--- config.mk ---
export PLATFORM = sky130hd
export DESIGN_NAME = multichan_delay_pipe
export DESIGN_NICKNAME = d
export VERILOG_FILES = /design/src/rtl/multichan_delay_pipe.sv
export SDC_FILE = /design/constraint.sdc
export NUM_CORES = 1
export LEC_CHECK = 0
export CAP_MARGIN = 40
export CELL_PAD_IN_SITES_DETAIL_PLACEMENT = 1
export CELL_PAD_IN_SITES_GLOBAL_PLACEMENT = 2
export CORE_MARGIN = 10
export CORE_UTILIZATION = 39
export DETAILED_ROUTE_END_ITERATION = 10
export PLACE_DENSITY = 0.88
export SYNTH_ARGS = -nofsm -noshare
export SYNTH_HDL_FRONTEND = slang
export SYNTH_SLANG_ARGS = --single-unit
--- constraint.sdc ---
create_clock -name clk_in -period 3.85 [get_ports clk_in]
set_clock_uncertainty 0.1 [all_clocks]
set_input_delay 0.77 -clock clk_in [delete_from_list [all_inputs] [get_ports clk_in]]
set_output_delay 0.77 -clock clk_in [all_outputs]
set_load 0.03 [all_outputs]
--- src/rtl/multichan_delay_pipe.sv ---
// Multi-channel sideband delay line. Each channel has its own runtime-selectable
// tap into a shared shift register. All channels share one valid shift chain.
// The output register stands in for the last stage, so the total latency equals
// the selected delay.
module multichan_delay_pipe #(
    parameter int NUM_CH     = 3,
    parameter int DATA_WIDTH = 8,
    parameter int DEPTH      = 4,
    parameter int SEL_W      = $clog2(DEPTH + 1)
) (
    input  logic                         clk_in,
    input  logic                         rst_in,
    input  logic                         ce_in,
    input  logic                         flush_in,
    input  logic                         valid_in,
    input  logic [NUM_CH*DATA_WIDTH-1:0] data_in,
    input  logic [NUM_CH*SEL_W-1:0]      delay_sel_in,
    output logic [NUM_CH*DATA_WIDTH-1:0] data_out,
    output logic [NUM_CH-1:0]            valid_out
);

    // Entry [k] holds delay stage k+1.
    logic [DATA_WIDTH-1:0] stage      [DEPTH][NUM_CH];
    logic [DATA_WIDTH-1:0] stage_next [DEPTH][NUM_CH];
    logic [DEPTH-1:0]      vstage;
    logic [DEPTH-1:0]      vstage_next;

    logic [NUM_CH*DATA_WIDTH-1:0] data_tap;
    logic [NUM_CH-1:0]            valid_tap;

    // Next value of every data stage: shift on ce_in, otherwise hold.
    always_comb begin
        stage_next = stage;
        if (ce_in) begin
            for (int unsigned c = 0; c < NUM_CH; c++) begin
                stage_next[0][c] = data_in[c*DATA_WIDTH +: DATA_WIDTH];
            end
            for (int unsigned k = 1; k < DEPTH; k++) begin
                stage_next[k] = stage[k-1];
            end
        end
    end

    // Next value of the shared valid chain: flush wins, then shift, then hold.
    always_comb begin
        vstage_next = vstage;
        if (flush_in) begin
            vstage_next = '0;
        end else if (ce_in) begin
            vstage_next[0] = valid_in;
            for (int unsigned k = 1; k < DEPTH; k++) begin
                vstage_next[k] = vstage[k-1];
            end
        end
    end

    // Per-channel tap selection from the values being written this edge.
    // Out-of-range selects (0 or above DEPTH) clamp to the deepest stage.
    always_comb begin
        int unsigned eff;
        data_tap  = '0;
        valid_tap = '0;
        for (int unsigned c = 0; c < NUM_CH; c++) begin
            eff = 32'(delay_sel_in[c*SEL_W +: SEL_W]);
            if (eff == 0 || eff > 32'(DEPTH)) begin
                eff = 32'(DEPTH);
            end
            for (int unsigned k = 1; k <= DEPTH; k++) begin
                if (k == eff) begin
                    data_tap[c*DATA_WIDTH +: DATA_WIDTH] = stage_next[k-1][c];
                    valid_tap[c]                         = vstage_next[k-1];
                end
            end
        end
    end

    // State and output registers; reset clears everything and overrides ce/flush.
    always_ff @(posedge clk_in) begin
        if (rst_in) begin
            stage     <= '{default: '0};
            vstage    <= '0;
            data_out  <= '0;
            valid_out <= '0;
        end else begin
            stage     <= stage_next;
            vstage    <= vstage_next;
            data_out  <= data_tap;
            valid_out <= valid_tap;
        end
    end

endmodule

==> flow_summary_export.csv <==
group,metric,value,unit
drt,met3_length,663,um
timing,layout_setup_ws,1040,ps
drt,met2WireLength,6.16,mm
drt,top_layer_used,"met4",
yosys,ys_seq_area_share,47.3,%
yosys,ys_ff_latch,127,
timing,drv_slew,0,
clocking,cts_tree,"built",
finish,antenna_cells,0,
setup_path,r2r_cells,3,
finish,fin_area,6770,um2
placement,place_hpwl,9.24,mm
global_routing,track_usage,14.3,%
timing,rsz0062_at_grt,"no",
setup_path,cp.required,4100,ps
yosys,yosysWarnings,0,
finish,drive_gt1_share,12.6,%
floorplan,io_pins,65,
setup_path,worstPathCellList,"clkdlybuf4s50_1 -> buf_4 -> or2_2 -> ha_1 -> nor2b_1 -> nand3_1 -> o22ai_1 -> o32a_1",
setup_path,endpoint_kind,"register",
timing,tightest_slew,619,ps
floorplan,row_count,42,
clocking,insertion_delay,410,ps
timing,final-setup-viol-count,0,
power,fin_total_pwr,3.27,mW
global_routing,grt_pass1_vias,4253,
drt,route.detailed.drc,0,
clocking,cts_setup_buffers,0,
clocking,clkSinkCount,127,
global_routing,antenna_found_initial,0,
drt,route.vias.total,3989,
setup_path,crit_arrival,3060,ps
setup_path,critPathKind,"in -> reg",
placement,dp_cells,725,
drt,totalWireLength,13.3,mm
power,leakagePower,2.82,nW
placement,dpl_worst_slack,620,ps
drt,routedWlPerCell,17.6,um
floorplan,die_w,137,um
finish,final_core_utilization,50.5,%
timing,setup-tns-final,0,ps
yosys,syn-instance-count,499,
clocking,cts_buffer_depth,2,
drt,drt_iter0_markers,209,
timing,finalCritPeriodShare,72.9,%
yosys,synth_nets,540,
drt,postRouteAntennaNets,0,
timing,clock.fmax,0.356,GHz
setup_path,cp_slowest_stage_delay,400,ps
job,drv_cap,0,
global_routing,grt_max_degree,47,
global_routing,overflow,0,
placement,numPortBuffers,64,
timing,holdWs,415,ps
clocking,postCtsResizedCells,0,
floorplan,initial_utilization,40.1,%
setup_path,path_max_fanout,13,
drt,first_pass_iters,5,
finish,final_cells,755,
hold_path,hold_depth,2,
finish,num-nets-final,609,
placement,place_area,6210,um2
finish,n_fill_cell,1437,
power,power_density,483,nW/um2
outcome,status,"completed",
yosys,avgSynthCellArea,10.8,um2
timing,hold_violations,0,
timing,relSlewSlack,58.4,%
clocking,h-tree-depth,4,
floorplan,fp.dieH,137,um
finish,syn2layout_area_growth,25.9,%
global_routing,grt_pass1_wl,21.5,mm
yosys,synth_cell_type_count,31,
timing,layout_min_cycle_time,2810,ps
drt,wl_met1,6.32,mm
placement,place.gp.congestion,0.747,
floorplan,core,13400,um2
drt,routed_via_density,5.28,
floorplan,die-area,18900,um2
setup_path,critPathLaunchType,"input port",
clocking,path_clk_slew,50,ps
clocking,hold_buffers,0,
setup_path,crit_slowest_cell,"clkdlybuf4s50_1",
yosys,syn_area,5380,um2
power,vdd_drop_max,0.316,mV
hold_path,min_path_type,"reg -> reg",
clocking,cts_buffers,17,
clocking,root_buffer,"clkbuf_16",
[critical path, delay by kind of cell]
family / cells / cell delay (ps)
AND/OR/NAND/NOR: 3 / 900
buffers and inverters: 2 / 580
AO/OA/AOI/OAI: 2 / 510
adder cells (fa/ha/maj): 1 / 300
[cells in the final DEF, fill, tap and decap left out]
| cell | count |
|---|---|
| nand2_1 | 8 |
| or3_1 | 1 |
| o32a_1 | 24 |
| mux4_1 | 5 |
| clkbuf_1 | 3 |
| buf_6 | 1 |
| mux4_2 | 11 |
| clkinv_2 | 2 |
| ha_1 | 3 |
| inv_1 | 6 |
| nand3_1 | 1 |
| o2bb2ai_1 | 2 |
| nand3b_1 | 1 |
| a21oi_2 | 2 |
| clkbuf_8 | 5 |
| clkdlybuf4s50_1 | 62 |
| and2_1 | 2 |
| mux2i_1 | 92 |
| buf_12 | 2 |
| buf_4 | 18 |
| nor2_1 | 94 |
| clkinvlp_4 | 2 |
| mux2_2 | 8 |
| o22ai_1 | 9 |
| or2_2 | 4 |
| bufinv_16 | 1 |
| nor2b_1 | 12 |
| and3b_1 | 1 |
| a21oi_1 | 14 |
| nor3b_1 | 16 |
| and3_1 | 16 |
| clkbuf_16 | 17 |
| dfxtp_1 | 127 |
| nor3_1 | 4 |
| o221ai_1 | 3 |
[area by class of cell]
cell class | count | area [um2] | share of cell area (%)
Multi-Input combinational cell | 333 | 2620 | 38.7
Sequential cell | 127 | 2540 | 37.5
Timing Repair Buffer | 83 | 807 | 11.9
Clock buffer | 25 | 505 | 7.46
Tap cell | 176 | 220 | 3.25
Clock inverter | 5 | 55.1 | 0.813
Inverter | 6 | 22.5 | 0.333
[worst paths after layout]
path                         from            to  slack (ps)
setup reg to reg        stage[42]   data_out[2]        2240
hold reg to reg         stage[39]     stage[39]         420
setup / recovery  delay_sel_in[6]  data_out[22]        1040
hold / removal          stage[39]     stage[39]         420
[cells in the mapped netlist]
cell type / n / area [um2]
dfxtp_1: 127 / 2540
nor2_1: 94 / 353
mux2i_1: 92 / 921
o32a_1: 24 / 240
and3_1: 16 / 100
clkbuf_1: 16 / 60.1
nor3b_1: 16 / 120
a21oi_1: 14 / 70.1
nor2b_1: 12 / 75.1
mux4_2: 11 / 248
o22ai_1: 9 / 56.3
mux2_2: 8 / 90.1
nand2_1: 8 / 30.0
buf_4: 6 / 45.0
inv_1: 6 / 22.5
mux4_1: 5 / 131
buf_6: 4 / 45.0
nor3_1: 4 / 20.0
or2_2: 4 / 25.0
buf_1: 3 / 11.3
buf_2: 3 / 15.0
ha_1: 3 / 37.5
o221ai_1: 3 / 26.3
a21oi_2: 2 / 17.5
and2_1: 2 / 12.5
o2bb2ai_1: 2 / 17.5
and3b_1: 1 / 8.76
buf_12: 1 / 20.0
nand3_1: 1 / 5.00
nand3b_1: 1 / 7.51
or3_1: 1 / 6.26
[metal layers]
layer,global-route usage (%),vias to the layer above
met3,4.92,11
li1,-,1944
met4,4.27,0
met1,18.0,1955
met2,22.8,79
met5,0,-
[logic make-up after synthesis]
family / share of synthesized area, %
mux: 25.8
flops: 47.3
simple gates: 14.2
buf+inv: 4.07
compound gates: 7.95
fa+ha+maj: 0.698
[power breakdown]
group,internal [mW],switching [mW]
registers,1.37,0.0265
clock network,0.963,0.545
logic,0.177,0.196
total,2.51,0.767
[sequential cells by signal, indices dropped and copies added (netlist names)]
name / count
stage: 96
vstage: 4
data_out: 24
valid_out: 3
Note: power is estimated with default switching activity, not from simulation.
